File: config.mk
export PLATFORM = sky130hd
export DESIGN_NAME = seq_multiplier
export DESIGN_NICKNAME = d
export VERILOG_FILES = /design/src/rtl/seq_multiplier_pkg.sv /design/src/rtl/seq_multiplier.sv
export SDC_FILE = /design/constraint.sdc
export NUM_CORES = 1
export LEC_CHECK = 0
export BUFFER_PORTS_ARGS = -buffer_cell sky130_fd_sc_hd__buf_2
export CORE_MARGIN = 4
export CORE_UTILIZATION = 45
export CTS_CLUSTER_SIZE = 12
export DETAILED_ROUTE_END_ITERATION = 8
export HOLD_SLACK_MARGIN = 0.1
export SYNTH_ARGS = -nofsm -noshare
export SYNTH_HDL_FRONTEND = slang
export SYNTH_SLANG_ARGS = --single-unit
File: constraint.sdc
create_clock -name clk_i -period 5.5 [get_ports clk_i]
set_clock_uncertainty 0.05 [all_clocks]
set_input_delay 1.1 -clock clk_i [delete_from_list [all_inputs] [get_ports clk_i]]
set_output_delay 1.1 -clock clk_i [all_outputs]
set_load 0.03 [all_outputs]
File: src/rtl/seq_multiplier_pkg.sv
// Shared definitions for the iterative multiplier and its neighbours in the EX/WB path.
// Holds the FSM encoding and the writeback-select code that routes the product.
package seq_multiplier_pkg;

  typedef enum logic [1:0] {
    S_IDLE = 2'b00,
    S_BUSY = 2'b01,
    S_DONE = 2'b10
  } mul_state_t;

  // Writeback mux select for the multiplier result (data11_i input).
  localparam logic [1:0] WB_MUL = 2'b11;

endpackage

File: src/rtl/seq_multiplier.sv
// Radix-2 shift-add multiplier: size BUSY iterations, then a one-cycle DONE with the
// signed/unsigned product on product_hi_o/product_lo_o, which then holds until the next DONE.
module seq_multiplier
  import seq_multiplier_pkg::*;
#(
  parameter int size  = 32,
  parameter int CNT_W = 6
) (
  input  logic            clk_i,
  input  logic            rst_i,
  input  logic            start_i,
  input  logic            signed_i,
  input  logic [size-1:0] src1_i,
  input  logic [size-1:0] src2_i,
  output logic            ready_o,
  output logic            busy_o,
  output logic            valid_o,
  output logic [size-1:0] product_lo_o,
  output logic [size-1:0] product_hi_o,
  output logic [1:0]      state_o
);

  // Handshake: a request is taken on a rising edge where start_i=1 and ready_o=1
  // (IDLE only); start_i at any other time is dropped. valid_o is a single-cycle pulse
  // with no back-pressure; the product stays readable afterwards until the next result.

  mul_state_t            state_q, state_d;
  logic [CNT_W-1:0]      cnt_q;
  logic [size-1:0]       mcand_q;
  logic [size-1:0]       mplier_q;
  logic [2*size-1:0]     acc_q;
  logic [2*size-1:0]     prod_q;
  logic                  neg_q;
  logic [size:0]         sum;
  logic [2*size-1:0]     result;

  function automatic logic [size-1:0] magnitude(input logic [size-1:0] v, input logic is_signed);
    magnitude = (is_signed && v[size-1]) ? -v : v;
  endfunction

  function automatic logic [2*size-1:0] apply_sign(input logic [2*size-1:0] v, input logic neg);
    apply_sign = neg ? -v : v;
  endfunction

  always_comb begin
    state_d = state_q;
    case (state_q)
      S_IDLE: if (start_i) state_d = S_BUSY;
      S_BUSY: if (cnt_q == CNT_W'(size - 1)) state_d = S_DONE;
      S_DONE: state_d = S_IDLE;
      default: state_d = S_IDLE;
    endcase
  end

  // Carry-preserving add into the upper accumulator half.
  always_comb begin
    sum = {1'b0, acc_q[2*size-1:size]};
    if (mplier_q[0]) sum = sum + {1'b0, mcand_q};
  end

  assign result = apply_sign(acc_q, neg_q);

  always_ff @(posedge clk_i) begin
    if (!rst_i) begin
      state_q  <= S_IDLE;
      cnt_q    <= '0;
      mcand_q  <= '0;
      mplier_q <= '0;
      acc_q    <= '0;
      prod_q   <= '0;
      neg_q    <= 1'b0;
    end else begin
      state_q <= state_d;
      case (state_q)
        S_IDLE: begin
          if (start_i) begin
            mcand_q  <= magnitude(src1_i, signed_i);
            mplier_q <= magnitude(src2_i, signed_i);
            neg_q    <= signed_i & (src1_i[size-1] ^ src2_i[size-1]);
            acc_q    <= '0;
            cnt_q    <= '0;
          end
        end
        S_BUSY: begin
          acc_q    <= {sum, acc_q[size-1:1]};
          mplier_q <= mplier_q >> 1;
          cnt_q    <= cnt_q + 1'b1;
        end
        S_DONE: prod_q <= result;
        default: ;
      endcase
    end
  end

  // During DONE the fresh result is driven directly; otherwise the held copy.
  assign {product_hi_o, product_lo_o} = (state_q == S_DONE) ? result : prod_q;

  assign ready_o = (state_q == S_IDLE);
  assign busy_o  = (state_q == S_BUSY) || (state_q == S_DONE);
  assign valid_o = (state_q == S_DONE);
  assign state_o = state_q;

endmodule
==> out/metrics.yaml <==
run_status: "finished clean"
post-route-util_pct: 52.01
vias_per_cell: 5.587
critPathLaunchType: "flip-flop"
avgSynthCellArea_um2: 7.758
rsz0062_at_grt: "false"
synth_top_family_by_area: "compound AO/OA/AOI/OAI gates"
grt_pass1_wl_mm: 50.72
rows: 59
async_flop_share_pct: 0
yosys.area_share.adder_pct: 4.282
p_leak_nw: 5.488
endpoint_kind: "primary output"
drc_errors: 0
nFillCells: 2605
hp-class: "flip-flop to flip-flop"
seq_area_frac_synth_pct: 33.92
dieArea_um2: 29020
dpl_cell_area_um2: 12730
core_area_um2: 25980
drt_iter0_drc: 692
synth-simple-area-share_pct: 22.51
ys_seq_elements: 201
syn-num-nets: 1637
cts_hold_buf: 0
required_ns: 4.35
fp.dieW_um: 170.4
drt_first_pass_iters: 6
finalWeightedCongestion: 0.8882
synthToLayoutAreaGrowth_pct: 13.93
ys_types: 65
ys_warn_count: 0
maxCapViolCount: 0
pin_count: 137
drtAntennaViolNets: 0
grt_max_degree: 82
final_area_um2: 13520
synth_edf_count: 0
max_slew_margin_pct: 20.58
syn_inst: 1529
dieHeight_um: 170.4
slew_viol_final: 0
fin_crit_sh_pct: 91.58
cts_tree: "yes"
ctsHtreeMaxLevel: 1
synth-compound-area-share_pct: 24.14
ir_worst_vdd_uv: 658.2
wl_per_cell_um: 15.87
synthFlopType: "dfxtp_1"
diodes: 0
fin_nets: 1711
cts-resized-gates: 0
finalSetupTns_ns: 0
finalSetupViolCount: 0
fin_crit_ns: 5.037
arrival_ns: 3.89
grt_overflow_total: 0
antenna_found_initial: 0
dp_hpwl_mm: 21.90
syn-cell-area_um2: 11860
clockBufferDepth: 3
drive_above_1_share_pct: 12.92
root_buffer: "clkbuf_16"
post-cts-setup-buffer-count: 0
fmax_mhz: 198.5
start_util_pct: 45.65
grt.total_usage_pct: 20.69
finalHoldViolCount: 0
p_per_area_nw_per_um2: 451.9
routed_wl_mm: 31.00
port_buffers: 136
synth.mux.area_fraction_pct: 0.8649
vias: 10912
first_global_vias: 9944
cts_made_buffers: 23
cp_max_fo: 7
synth_xor_area_share_pct: 10.26
tightest_slew_ns: 1.191
clock_sink_count: 201
criticalPathCategory: "flip-flop to primary output"
clock_latency_ns: 0.51
cts.clk_slew.worst_paths_ns: 0.06
worst paths after layout:
check	start	to	slack (ns)	cells past startpoint
max reg2reg	acc_q[49]	prod_q[63]	2.01	8
min reg2reg	mplier_q[16]	mplier_q[16]	0.40	2
min	mplier_q[16]	mplier_q[16]	0.40	2
max	acc_q[17]	product_hi_o[23]	0.46	8
per-layer routing:
layer | share of wire [%] | track usage (%)
met1 | 51 | 32.34
met2 | 41 | 30.93
met3 | 6.1 | 2.137
met4 | 1.4 | 3.819
met5 | 0 | 0
through the flow:
stage / hold slack, ns / power, mW / cells / setup WS [ns]
floorplan: 0.3812 / 3.855 / 1529 / 1.089
global placement: 0.3886 / 4.528 / 1913 / 0.9971
detailed placement: 0.3945 / 4.549 / 1913 / 0.9738
CTS: 0.4027 / 6.161 / 1953 / 0.4226
global route: 0.4174 / 6.524 / 1953 / 0.1841
finish: 0.4004 / 6.107 / 1953 / 0.4633
flip-flops by register name, indices dropped and copies added, names as in the netlist:
signal    flops
acc_q        64
prod_q       64
mcand_q      32
mplier_q     32
cnt_q         6
state_o       2
neg_q         1
cells in the mapped netlist, types with 3 or more instances:
library cell  instances  share of area, %
ha_1                 39               4.1
a31oi_1              11              0.58
o21ai_1               6              0.25
o31ai_1              21               1.3
o22ai_1               4              0.21
o32ai_1               3              0.22
a21oi_1             178               7.5
nand4b_1              5              0.37
nand2_1             147               4.7
mux2i_1               8              0.68
xor2_1               87               6.4
buf_1                16              0.51
a311oi_1              5              0.37
nand3_1              21              0.89
xnor2_1              52               3.8
nand4_1              10              0.53
buf_2                 3              0.13
nor4_1               17              0.90
nor3_1               22              0.93
or4_4                 5              0.47
dfxtp_1             201                34
a21boi_0              3              0.19
o31ai_2               3              0.32
nand3b_1              7              0.44
o41ai_1              14               1.0
clkbuf_1             77               2.4
or3_1                11              0.58
a222oi_1             11              0.93
and3_1                6              0.32
a22oi_1              45               2.8
inv_1                29              0.92
o21bai_1              3              0.19
nor2b_1               7              0.37
or4_1                11              0.70
o31a_1                4              0.30
and2_1               73               3.8
a211oi_1             27               1.7
o21ai_0              76               3.2
a221oi_1              4              0.30
nand2b_1             10              0.53
nor2_1              197               6.2
a21o_1               10              0.63
or2_2                 4              0.21
o211ai_1             10              0.63
layout by cell type, fill, tap and decap left out, types with 17 or more instances in the layout:
cell / synthesis / layout
xnor2_1: 52 / 52
a22oi_1: 45 / 45
nor4_1: 17 / 17
buf_2: 3 / 136
nor3_1: 22 / 22
o21ai_0: 76 / 76
a21oi_1: 178 / 178
dfxtp_1: 201 / 200
a211oi_1: 27 / 27
clkbuf_16: 0 / 23
ha_1: 39 / 37
nor2_1: 197 / 195
nand2_1: 147 / 147
xor2_1: 87 / 87
nand3_1: 21 / 21
o31ai_1: 21 / 21
inv_1: 29 / 29
and2_1: 73 / 72
kinds of logic (layout without fill, tap and decap cells):
kind of cell             Yosys count  after routing
AO/OA/AOI/OAI                    453            453
XOR/XNOR                         139            139
adder cells (fa/ha/maj)           40             40
buffers and inverters            126            215
flip-flops                       201            201
multiplexers                      10             10
AND/OR/NAND/NOR                  560            560
area by class of cell:
class	count	area, um2	area share, %
clock buffer	33	673.1	4.981
clock inverter	7	116.4	0.8610
inverter	30	113.9	0.8424
multi-input combinational	1202	7395	54.71
sequential	201	4025	29.78
tap	335	419.2	3.101
timing repair buffer	145	773.2	5.721
power breakdown:
| part | internal [mW] | leakage (nW) | switching, mW |
|---|---|---|---|
| clock | 0.987 | 0.386 | 0.601 |
| sequential | 1.76 | 1.64 | 0.199 |
| combinational | 0.775 | 3.46 | 1.78 |
| total | 3.53 | 5.49 | 2.58 |
worst max-delay path, stage by stage (launching register included):
cell and delay, ns:
dfxtp_1 0.37, or4_4 0.58, or4_4 0.46, or4_4 0.55, or4_1 0.62, o41ai_4 0.28, xor2_1 0.10, a21oi_1 0.20
buf_2 0.23
Note: power is estimated with default switching activity, not from simulation.
